### config.mk
export PLATFORM = sky130hd
export DESIGN_NAME = hazard_scoreboard
export DESIGN_NICKNAME = d
export VERILOG_FILES = /design/src/rtl/hazard_scoreboard_pkg.sv /design/src/rtl/sb_src_check.sv /design/src/rtl/hazard_scoreboard.sv
export SDC_FILE = /design/constraint.sdc
export NUM_CORES = 1
export LEC_CHECK = 0
export BUFFER_PORTS_ARGS = -buffer_cell sky130_fd_sc_hd__buf_2
export CAP_MARGIN = 10
export CELL_PAD_IN_SITES_DETAIL_PLACEMENT = 1
export CELL_PAD_IN_SITES_GLOBAL_PLACEMENT = 1
export CORE_MARGIN = 3
export CORE_UTILIZATION = 40
export DETAILED_ROUTE_END_ITERATION = 16
export MAX_ROUTING_LAYER = met4
export PLACE_DENSITY = 0.74
export SYNTH_ARGS = -nofsm -noshare
export SYNTH_HDL_FRONTEND = slang
export SYNTH_SLANG_ARGS = --single-unit
### constraint.sdc
create_clock -name clk -period 3.4 [get_ports clk]
set_clock_uncertainty 0.2 [all_clocks]
set_input_delay 0.68 -clock clk [delete_from_list [all_inputs] [get_ports clk]]
set_output_delay 0.68 -clock clk [all_outputs]
set_load 0.05 [all_outputs]
### src/rtl/hazard_scoreboard_pkg.sv
// Shared definitions for the decode-stage hazard scoreboard: default sizes,
// forwarding-select encoding and the select-width helper.
package hazard_scoreboard_pkg;
   localparam int NREG_DEF     = 32;
   localparam int RADDR_W_DEF  = 5;
   localparam int NSRC_DEF     = 2;
   localparam int NFWD_DEF     = 2;
   localparam int CNT_W_DEF    = 2;
   localparam int FSEL_REGFILE = 0;

   // Width of one forwarding select: regfile plus one code per bypass stage.
   function automatic int fsel_w(input int nfwd);
      return $clog2(nfwd + 1);
   endfunction
endpackage

### src/rtl/sb_src_check.sv
// One source operand: looks up its pending-write counter, scans the bypass
// stages youngest first and produces the forwarding select or a stall.
module sb_src_check
   import hazard_scoreboard_pkg::*;
#(
   parameter int NREG    = NREG_DEF,
   parameter int RADDR_W = RADDR_W_DEF,
   parameter int NFWD    = NFWD_DEF,
   parameter int CNT_W   = CNT_W_DEF,
   parameter int FSEL_W  = fsel_w(NFWD_DEF)
) (
   input  logic                    live,
   input  logic [RADDR_W-1:0]      src_addr,
   input  logic [NREG*CNT_W-1:0]   cnt_flat,
   input  logic [NFWD-1:0]         fwd_valid,
   input  logic [NFWD*RADDR_W-1:0] fwd_addr,
   input  logic [NFWD-1:0]         fwd_ready,
   output logic [FSEL_W-1:0]       fwd_sel,
   output logic                    stall
);
   logic [CNT_W-1:0] cnt_val;
   logic             hit;

   assign cnt_val = cnt_flat[int'(src_addr)*CNT_W +: CNT_W];

   // NOTE: every output and temporary gets a default before any branch, so no
   // path through this block leaves a value held and no latch is inferred.
   always_comb begin
      fwd_sel = FSEL_W'(FSEL_REGFILE);
      stall   = 1'b0;
      hit     = 1'b0;
      if (live && cnt_val != '0) begin
         for (int k = 0; k < NFWD; k++) begin
            if (!hit && fwd_valid[k] && fwd_addr[k*RADDR_W +: RADDR_W] == src_addr) begin
               hit = 1'b1;
               if (fwd_ready[k]) fwd_sel = FSEL_W'(k + 1);
               else              stall   = 1'b1;
            end
         end
         // Writer is pending but sits in no bypassable stage (e.g. divider).
         if (!hit) stall = 1'b1;
      end
   end
endmodule

### src/rtl/hazard_scoreboard.sv
// Decode-stage hazard unit: per-register pending-write counters, per-source
// bypass selection and stall generation, plus sticky error and stall stats.
module hazard_scoreboard
   import hazard_scoreboard_pkg::*;
#(
   parameter int  NREG    = NREG_DEF,
   parameter int  RADDR_W = RADDR_W_DEF,
   parameter int  NSRC    = NSRC_DEF,
   parameter int  NFWD    = NFWD_DEF,
   parameter int  CNT_W   = CNT_W_DEF,
   localparam int FSEL_W  = fsel_w(NFWD)
) (
   input  logic                    clk,
   input  logic                    reset,
   input  logic                    ds_valid,
   input  logic [NSRC-1:0]         ds_src_en,
   input  logic [NSRC*RADDR_W-1:0] ds_src_addr,
   input  logic                    ds_dst_we,
   input  logic [RADDR_W-1:0]      ds_dst_addr,
   input  logic                    issue_fire,
   input  logic [NFWD-1:0]         fwd_valid,
   input  logic [NFWD*RADDR_W-1:0] fwd_addr,
   input  logic [NFWD-1:0]         fwd_ready,
   input  logic                    wb_fire,
   input  logic [RADDR_W-1:0]      wb_addr,
   input  logic                    flush,
   output logic                    is_stall,
   output logic [NSRC*FSEL_W-1:0]  fwd_sel,
   output logic                    sb_err,
   output logic [31:0]             stall_cnt
);
   localparam logic [CNT_W-1:0] CNT_MAX = '1;

   logic [CNT_W-1:0]      cnt [NREG];
   logic [NREG*CNT_W-1:0] cnt_flat;
   logic [NSRC-1:0]       src_live;
   logic [NSRC-1:0]       src_stall;
   logic                  dst_full;
   logic                  inc_ok;
   logic [NREG-1:0]       inc_vec;
   logic [NREG-1:0]       dec_vec;
   logic                  err_evt;

   always_comb begin
      cnt_flat = '0;
      for (int r = 0; r < NREG; r++) cnt_flat[r*CNT_W +: CNT_W] = cnt[r];
   end

   for (genvar i = 0; i < NSRC; i++) begin : g_src
      assign src_live[i] = ds_valid && ds_src_en[i] &&
                           (ds_src_addr[i*RADDR_W +: RADDR_W] != '0);

      sb_src_check #(
         .NREG    (NREG),
         .RADDR_W (RADDR_W),
         .NFWD    (NFWD),
         .CNT_W   (CNT_W),
         .FSEL_W  (FSEL_W)
      ) u_src_check (
         .live      (src_live[i]),
         .src_addr  (ds_src_addr[i*RADDR_W +: RADDR_W]),
         .cnt_flat  (cnt_flat),
         .fwd_valid (fwd_valid),
         .fwd_addr  (fwd_addr),
         .fwd_ready (fwd_ready),
         .fwd_sel   (fwd_sel[i*FSEL_W +: FSEL_W]),
         .stall     (src_stall[i])
      );
   end

   // A saturated destination counter must hold ID rather than wrap.
   assign dst_full = ds_valid && ds_dst_we && (ds_dst_addr != '0) &&
                     (cnt[ds_dst_addr] == CNT_MAX);
   assign is_stall = (|src_stall) || dst_full;
   assign inc_ok   = issue_fire && !is_stall && ds_dst_we;

   always_comb begin
      inc_vec = '0;
      dec_vec = '0;
      err_evt = 1'b0;
      for (int r = 1; r < NREG; r++) begin
         inc_vec[r] = inc_ok  && (ds_dst_addr == RADDR_W'(r));
         dec_vec[r] = wb_fire && (wb_addr     == RADDR_W'(r));
         if (dec_vec[r] && !inc_vec[r] && cnt[r] == '0)     err_evt = 1'b1;
         if (inc_vec[r] && !dec_vec[r] && cnt[r] == CNT_MAX) err_evt = 1'b1;
      end
   end

   // NOTE: sequential state uses non-blocking assignments only, so every
   // register samples pre-edge values regardless of statement order.
   always_ff @(posedge clk or posedge reset) begin
      if (reset) begin
         // NOTE: the counter array is reset explicitly because a mid-run reset
         // must drop every pending write; it cannot map onto plain RAM.
         for (int r = 0; r < NREG; r++) cnt[r] <= '0;
         sb_err    <= 1'b0;
         stall_cnt <= '0;
      end else begin
         if (ds_valid && is_stall) stall_cnt <= stall_cnt + 32'd1;
         if (flush) begin
            for (int r = 0; r < NREG; r++) cnt[r] <= '0;
         end else begin
            for (int r = 0; r < NREG; r++) begin
               if (inc_vec[r] && !dec_vec[r] && cnt[r] != CNT_MAX)
                  cnt[r] <= cnt[r] + 1'b1;
               else if (dec_vec[r] && !inc_vec[r] && cnt[r] != '0)
                  cnt[r] <= cnt[r] - 1'b1;
            end
            if (err_evt) sb_err <= 1'b1;
         end
      end
   end
endmodule
* Word-level counts from Yosys, hierarchy flattened
Index checks and enable logic that the tools add are counted.
** Cells by class
- Equality and inequality tests :: 129
- Shift operators :: 2
- Add/subtract/negate cells :: 63
- Reductions and logical operators :: 432
- Muxes and demuxes :: 156
- $lt $le $gt $ge :: 1
- Bitwise operators :: 2
** Operators with widths (count)
- $logic_and 1x1->1 :: 266
- $eq 5x5->1 const B :: 32
- $mux 2 :: 71
- $shiftx 64x7->2 :: 2
- $reduce_bool 3->1 :: 31
- $mux 1 :: 83
- $eq 5x4->1 const B :: 16
- $reduce_bool 2->1 :: 33
- $logic_not 1->1 :: 65
- $eq 2x2->1 const B :: 32
- $add 2x1->2 const B :: 31
- $logic_not 2->1 :: 31
- $mux 62 :: 1
- $ne 2x2->1 const B :: 31
- $sub 2x1->2 const B :: 31
- $eq 5x3->1 const B :: 8
- $add 32x1->32 const B :: 1
- $eq 5x2->1 const B :: 4
- $eq 5x5->1 :: 4
- $reduce_bool 5->1 :: 3
- $bmux 2 s5 :: 1
- $eq 5x1->1 const B :: 2
- $ge 6x6->1 const B :: 1
- $not 5->6 :: 1
- 4 further kinds :: 4
** Word-level totals
- Output and inout port bits :: 38
- Register bits :: 95
- Bits of input ports :: 43

* Depth between registers and ports, before layout
Gate-level depths: netlist of run 1.
- Depth after elaboration :: 83
- Gate-level depth with buffers :: 14

* Cells and area by module
A second synthesis of run 1 with hierarchy kept.
** Second synthesis, totals
- Cells, all modules :: 1061
- Area total of the unflattened synthesis :: 8456.9 um^2
** Modules (own cells, without submodules)
- hazard_scoreboard :: cells an instance 887, times used 1, area an instance 7098.1 um^2, sequential area each 2377.3 um^2
- sb_src_check :: cells an instance 87, times used 2, area an instance 679.4 um^2, sequential area each 0.0 um^2

* Worst setup path before layout of run 1
Ideal clock, no wire load.
- Path kind :: in2out
- Start point :: in ds_src_addr[6]
- End point :: out fwd_sel[3]
- Cell stages on the path :: 6
- Path slack :: -853 ps
- Arrival :: 3373 ps
- Cells stage by stage :: buf_2 > mux2_2 > mux4_2 > a211oi_1 > nor3_1 > nor3b_1
** On the way
- Cells in the longest elaborated chain, start to end :: 9
- Elaborated cells on any way between the ends :: 15
** Ends and longest elaborated chain
- start: declaration :: RTL line hazard_scoreboard.sv:17 : input logic [NSRC*RADDR_W-1:0] ds_src_addr,
- branches (longest 8 deep; another with $shiftx 64x7->2)
- $mux 2 * :: RTL line sb_src_check.sv:32 : if (live && cnt_val != '0) begin
- end: declaration :: RTL line hazard_scoreboard.sv:28 : output logic [NSRC*FSEL_W-1:0] fwd_sel,
Every way passes the cells marked *. The select of a mux whose other input is x is not followed.

* Worst setup path after layout of run 1
- Start point :: reg cnt[42] (netlist name)
- End point :: out is_stall
** On the way
- Cells in the longest elaborated chain, start to end :: 6
- Elaborated cells on any way between the ends :: 15
** Ends and longest elaborated chain
- start: declaration :: RTL line hazard_scoreboard.sv:34 : logic [CNT_W-1:0] cnt [NREG];
- start signal: indexed assignment :: RTL line hazard_scoreboard.sv:105 : cnt[r] <= cnt[r] + 1'b1;
- start signal: indexed assignment :: RTL line hazard_scoreboard.sv:107 : cnt[r] <= cnt[r] - 1'b1;
- $shiftx 64x7->2 / $bmux 2 s5 (equally long branches) :: RTL line sb_src_check.sv:24, hazard_scoreboard.sv:73
- $reduce_bool 2->1 / $mux 2 (equally long branches) :: RTL line sb_src_check.sv:32, hazard_scoreboard.sv:73
- $logic_and 1x1->1 / $mux 2 (equally long branches) :: RTL line sb_src_check.sv:32, hazard_scoreboard.sv:73
- $mux 1 / $eq 2x2->1 (equally long branches) :: RTL line sb_src_check.sv:32, hazard_scoreboard.sv:73
- $reduce_or 2->1 / $logic_and 1x1->1 (equally long branches) :: RTL line hazard_scoreboard.sv:74, hazard_scoreboard.sv:72
- $logic_or 1x1->1 * :: RTL line hazard_scoreboard.sv:74 : assign is_stall = (|src_stall) || dst_full;
- end: declaration :: RTL line hazard_scoreboard.sv:27 : output logic is_stall,
Every way passes the cells marked *; elsewhere a longest branch is shown, timed or not. The select of a mux whose other input is x is not followed.

==> results of run 1 <==
-- synth_stat cells (3+ instances only) --
master	count	area share, %
xor2_1	26	3.0
or2_1	3	0.24
mux2_2	8	1.2
or2_2	12	0.98
o21ai_0	53	3.5
a2111oi_0	5	0.57
dfrtp_1	95	31
nor4_1	27	2.2
xnor2_1	25	2.9
nand2_1	100	4.9
o21bai_1	14	1.4
nor3_1	44	2.9
a21oi_1	63	4.1
o311a_1	3	0.39
clkbuf_1	42	2.1
a221oi_1	3	0.34
o211ai_1	17	1.7
a211oi_1	22	2.2
inv_1	36	1.8
nand2b_1	9	0.73
a31o_2	3	0.34
o31ai_1	16	1.6
nand3_1	60	3.9
mux4_2	8	2.3
a21o_1	3	0.29
or4_1	24	2.3
nor2_1	119	5.8
o41ai_1	3	0.34
or3_1	12	0.98
nor2b_1	9	0.73
buf_2	12	0.78
and2_1	6	0.49
nand4b_1	4	0.46
buf_1	4	0.20
nor3b_1	6	0.59
and3_1	11	0.90
o2111ai_1	7	0.80
o32ai_1	4	0.46
o311ai_0	15	1.7
nand4_1	20	1.6
a31oi_1	8	0.65
-- path summary, 6_finish.rpt --
kind,from,endpoint,slack [ps],cells past startpoint
max in group asynchronous,reset,cnt[39]$_DFFE_PP0P_,2110,3
min in group clk,stall_cnt[29]$_DFFE_PP0P_,stall_cnt[29]$_DFFE_PP0P_,300,1
worst min-delay path,reset,cnt[51]$_DFFE_PP0P_,170,2
worst max-delay path,cnt[42]$_DFFE_PP0P_,is_stall,-450,9
worst min register to register,stall_cnt[29]$_DFFE_PP0P_,stall_cnt[29]$_DFFE_PP0P_,300,1
worst max register to register,cnt[55]$_DFFE_PP0P_,cnt[30]$_DFFE_PP0P_,-440,14
-- cell type report --
type,count,area (µm²),area share [%]
timing repair buffer,393,3000,25.6
multi-input combinational,806,5610,47.8
tap,234,293,2.49
inverter,37,144,1.23
clock buffer,9,225,1.92
sequential,95,2380,20.2
clock inverter,7,86.3,0.735
-- metal layers --
metal | vias up | routed length (µm) | global-route usage, %
met5 | - | 0 | -
met4 | 0 | 2600 | 14.9
met3 | 210 | 3600 | 7.34
met2 | 591 | 19600 | 58.3
met1 | 5078 | 15900 | 44.7
li1 | 4409 | - | -
-- cell usage in the layout (no fill, tap or decap), types with 20 or more instances in the layout --
| cell | n |
|---|---|
| nand2_1 | 94 |
| nor2_1 | 97 |
| nand4_1 | 20 |
| nor3_1 | 31 |
| buf_4 | 287 |
| o21ai_0 | 36 |
| a21oi_1 | 60 |
| xor2_1 | 25 |
| dfrtp_1 | 95 |
| xnor2_1 | 25 |
| or4_1 | 20 |
| buf_2 | 72 |
| inv_1 | 35 |
| nand3_1 | 49 |
-- where the power goes --
part / leakage [µW] / internal (µW) / switching (µW) / total [µW]
sequential: 0.00129 / 1170 / 84.5 / 1250
clock: 0.000151 / 529 / 578 / 1110
combinational: 0.00349 / 367 / 604 / 971
-- worst max-delay path, cell delays in order, from the launching register on --
cell and delay (ps):
dfrtp_1 420, nor2_4 90, buf_6 120, mux4_2 480
a22o_1 300, o41ai_4 420, o2111ai_2 270, buf_4 220
nand4_4 120, buf_12 160
-- stage by stage --
step / cell area, µm² / hold WS [ps] / total power, µW / setup TNS (ps) / setup slack, ps
2_1_floorplan: 7740 / 309 / 1690 / -410 / -137
3_3_place_gp: 10400 / 257 / 2030 / -24570 / -598
3_5_place_dp: 10400 / 263 / 2050 / -34260 / -624
4_1_cts: 11100 / 200 / 3200 / -436 / -172
5_1_grt: 11700 / 210 / 3430 / -30340 / -549
6_report: 11700 / 169 / 3330 / -19800 / -451
-- sequential cells by signal, indices dropped and copies added (netlist names) --
register and flops:
sb_err 1, cnt 62, stall_cnt 32
-- cells by family after synthesis --
group                      count (synthesis)  synth area share, %
xor gates and xnor gates                  51                 5.82
buffers and inverters                     99                 5.17
and+or+nand+nor                          478                 31.4
muxes                                     16                 3.52
adders and majority gates                  1                0.163
DFF                                       95                 31.0
AOI/OAI and AO/OA                        260                 22.9
-- what timing repair did --
item                       4_1_cts  5_1_grt
setup endpoints to repair       58       85
pin swaps                       19       43
resized for setup               72      136
hold buffers                     0        0
buffers inserted                17       13
cloned                           2        1
==> results.toml, run 1 <==
[die]
rows = 50
die_h_um = 144
core_area_um2 = 18800
io_pins = 81
initial_core_util_pct = 40.9
die_area_um2 = 20900
die_w_um = 144

[clock_tree]
clock_path_buffers = 2
tritoncts = "done"
cts.sinks = 95
clockRootBuffer = "clkbuf_16"
insertion_delay_ps = 370
clkTransAtPathRegs_ps = 90
numCtsBuffers = 9
cts_max_level = 3

[route]
via_count = 10300
viasPerCell = 6.51
drt-pass1-iter-count = 5
drt_iter0_drc = 910
routedWlPerCell_um = 26.4
drt_wl_total_mm = 41.7
drc = 0
drtAntennaViolNets = 0

[sta]
finalMaxSlewViolations = 0
period_minus_slack_ps = 3850
rsz0062_at_grt = "true"
finalHoldViolations = 0
max_freq_mhz = 260
fin_crit_sh_pct = 113
layout_setup_ws_ps = -451
relSlewSlack_pct = 45.8
setup_violations = 95
worstMarginPinSlew_ps = 812

[grt]
overflow = 0
grt_pass1_vias = 10000
antenna_found_initial = 0
grt_use_total_pct = 36.3
grt_max_degree = 45
grt_pass1_wl_mm = 57.0

[power_and_ir_drop]
leakage_uw = 0.00493
power.density_nw_per_um2 = 284
vdd_ir_drop_max_mv = 0.250

[finish]
stdcell_count = 1581
drive_gt1_share_pct = 41.8
post-route-util_pct = 62.6
antennaDiodeCount = 0
fillCellCount = 2267
finalNetCount = 1386
syn2layout_area_growth_pct = 53.1

[synthesis]
ys_warn_count = 0
synth_cells = 1000
ys_types = 70
synthFlopType = "dfrtp_1"
syn-mean-instance-area_um2 = 7.67
ys_seq_elements = 95
syn_nets = 1044
netlist_area_um2 = 7670
synth_edf_count = 0
yosysSeqAreaShare_pct = 31.0
async_reset_ff_share_pct = 100

[setup_path]
crit_type = "register to output port"
endpoint_kind = "output port"
crit_required_ps = 2520
cp_max_fo = 2
worst_setup_path_start_kind = "register"
arrival_ps = 2970

[hold_path]
holdCritPathClass = "primary input to asynchronous set/reset pin"

[place]
dp_cells = 1540
dp_hpwl_mm = 28.0
gp_congestion = 1.09
numPortBuffers = 80

[status]
violations = "negative setup slack"
status = "complete, but fails checks"

[run]
drv_cap = 0
Note: power is estimated with default switching activity, not from simulation.
==> run 2, diff against run 1 <==
CORE_UTILIZATION = 39   (was 40)
PLACE_DENSITY = 0.71   (was 0.74)
SYNTH_HIERARCHICAL = 1   (was unset)
==> run 2 against run 1 <==
  * Critical path depth rose by 8
  * Final cell count is 4.0% higher
  * Maximum frequency shrank 5.6%
  * Critical endpoint is now sb_err$_DFFE_PP0P_
  * The flow still finishes with violations (negative setup slack)
  * Non-clock buffer count down 44
  * Highest routed layer unchanged
  * Cell area increased by 4.3%
  * Clock power about the same
  * Largest cell class unchanged
  * Combinational power fell by 21%
==> results.toml, run 2 <==
[setup_path]
endpoint_kind = "register"
crit_required_ps = 3410
worst_setup_path_start_kind = "primary input"
r2r_setup_slack_ps = -650
arrival_ps = 4090
timing.rr.end = "sb_err$_DFFE_PP0P_"
crit_type = "primary input to register"
startpoint = "ds_src_addr[1]"
r2r-start = "cnt[53]$_DFFE_PP0P_"
reg2reg_depth = 16
cp_max_fo = 16
endpoint = "sb_err$_DFFE_PP0P_"

[finish]
largest_reg_flops = 62
final_common_cell = "buf_4"
mostFrequentLayoutCells = "buf_4, nand2_1, dfrtp_1"
regMostFlops = "cnt"
fin_area_um2 = 12300
reg.largest.list = "cnt (62), stall_cnt (32), sb_err (1)"
syn2layout_area_growth_pct = 44.9
drive_gt1_share_pct = 39.6
antennaDiodeCount = 0
finalNetCount = 1409

[sta]
fin_crit_sh_pct = 120
max_freq_mhz = 245
layout_setup_ws_ps = -680
worstMarginPinSlew_ps = 804
relSlewSlack_pct = 46.4
period_minus_slack_ps = 4080
rsz0062_at_grt = "true"
finalMaxSlewViolations = 0
finalHoldViolations = 0
setup_violations = 51

[die]
rows = 53
core_area_um2 = 21200
initial_core_util_pct = 40.0
die_area_um2 = 23500
io_pins = 81
die_w_um = 153
die_h_um = 153

[grt]
grt_pass1_vias = 10300
grt_use_total_pct = 32.3
grt_max_degree = 64
grt_pass1_wl_mm = 58.3
antenna_found_initial = 0
overflow = 0

[synthesis]
yosysSeqAreaShare_pct = 28.1
synth_area_leaders = "dfrtp_1, nand2_1, a21oi_1, nor2_1, o21ai_0"
yosysMostFrequentCell = "nand2_1"
synth_top_cell_by_area = "dfrtp_1"
synth_edf_count = 0
synthFlopType = "dfrtp_1"
yosys.area.top_type_share_pct = 28.1
ys_seq_elements = 95
async_reset_ff_share_pct = 100
synth_cells = 1061
syn-mean-instance-area_um2 = 7.97
synth_commonest_cells = "nand2_1, dfrtp_1, nor2_1, a21oi_1, o21ai_0"
netlist_area_um2 = 8460
ys_warn_count = 6
ys_types = 89

[route]
drc = 0
drt_wl_total_mm = 39.7
drtAntennaViolNets = 0
viasPerCell = 6.27
routedWlPerCell_um = 24.1
drt-pass1-iter-count = 5
drt_iter0_drc = 845
via_count = 10300

[clock_tree]
cts_max_level = 3
cts.sinks = 95
insertion_delay_ps = 370
hold_buffers = 0
clockRootBuffer = "clkbuf_16"
clock_path_buffers = 2
numCtsBuffers = 9
clkTransAtPathRegs_ps = 90
tritoncts = "done"

[place]
gp_congestion = 1.00
dp_hpwl_mm = 29.2
numPortBuffers = 80
place_area_um2 = 10800

[run]
drv_cap = 0

[hold_path]
holdCritPathClass = "primary input to asynchronous set/reset pin"

[power_and_ir_drop]
power.density_nw_per_um2 = 252
vdd_ir_drop_max_mv = 0.203
p_int_uw = 1990
switching_share_pct = 35.6
finalPower_uw = 3090
seqPwrFrac_pct = 39.1
leakage_uw = 0.00519
power_switching_uw = 1100
pwr-share-comb_pct = 25.0
power_frac_clock_pct = 35.9

[status]
status = "complete, but fails checks"
violations = "negative setup slack"
[run 2: worst min path at each step]
stage,start,endpoint,slack [ps],cells past startpoint
final,reset,cnt[19]$_DFFE_PP0P_,210,2
after global routing,reset,cnt[19]$_DFFE_PP0P_,270,2
after CTS,reset,cnt[19]$_DFFE_PP0P_,230,2
after detailed placement,stall_cnt[31]$_DFFE_PP0P_,stall_cnt[31]$_DFFE_PP0P_,270,1
after global placement,stall_cnt[31]$_DFFE_PP0P_,stall_cnt[31]$_DFFE_PP0P_,260,1
after floorplan,cnt[46]$_DFFE_PP0P_,cnt[46]$_DFFE_PP0P_,340,1
[run 2: worst max-delay path, stage by stage]
cell	delay (ps)
buf_8	130
buf_4	140
o311ai_2	360
o22ai_1	190
o41ai_4	400
a21oi_2	110
nand4bb_4	350
nor2_4	160
buf_6	150
a2111oi_0	90
buf_4	160
nor4_2	210
and4_1	260
o2111a_1	190
o2111ai_2	110
nor4b_2	250
a32oi_1	140
[run 2: through the flow]
step           utilization [%]  instances  setup TNS, ps  setup slack, ps  hold WS, ps
6_report                  57.9       1645          -9070             -680          205
5_1_grt                   57.9       1645         -15680             -806          269
4_1_cts                   54.9       1635          -4910             -582          232
3_5_place_dp              51.2       1605         -40610            -1200          266
3_3_place_gp              51.2       1605         -34730            -1080          256
2_1_floorplan                -       1064          -3460             -680          342
[run 2: layer usage]
layer / up-vias / share of wire (%) / GRT usage, %
met5: - / 0 / -
met4: 0 / 4.9 / 12.9
met3: 158 / 7.6 / 6.00
met2: 458 / 47 / 52.2
met1: 5130 / 40 / 39.9
li1: 4573 / - / -
[run 2: kinds of logic after synthesis]
logic type	synth area share [%]
and+or+nand+nor	31.4
AOI/OAI and AO/OA	22.6
DFF	28.1
buffers and inverters	6.29
xor gates and xnor gates	6.42
muxes	5.00
adders and majority gates	0.148
other	0.0443
[run 2: power by group through the flow]
stage | clock network (µW) | registers (µW) | logic [µW]
2_1_floorplan | 0 | 1310 | 319
3_3_place_gp | 0 | 1220 | 663
3_5_place_dp | 0 | 1220 | 683
4_1_cts | 1130 | 1200 | 722
5_1_grt | 1180 | 1210 | 812
6_report | 1110 | 1210 | 771
[run 2: timing repair]
action,4_1_cts,5_1_grt
gates cloned,1,1
buffers inserted,15,10
pin swaps,32,56
setup endpoints to repair,58,80
resized for setup,97,141
[run 2: area by class of cell]
class                      instances  area, µm²
clock buffer                       9        225
fill                            2541       8900
inverter                          30        115
tap                              275        344
sequential                        95       2380
timing repair buffer             349       2730
multi-input combinational        880       6370
clock inverter                     7       91.3
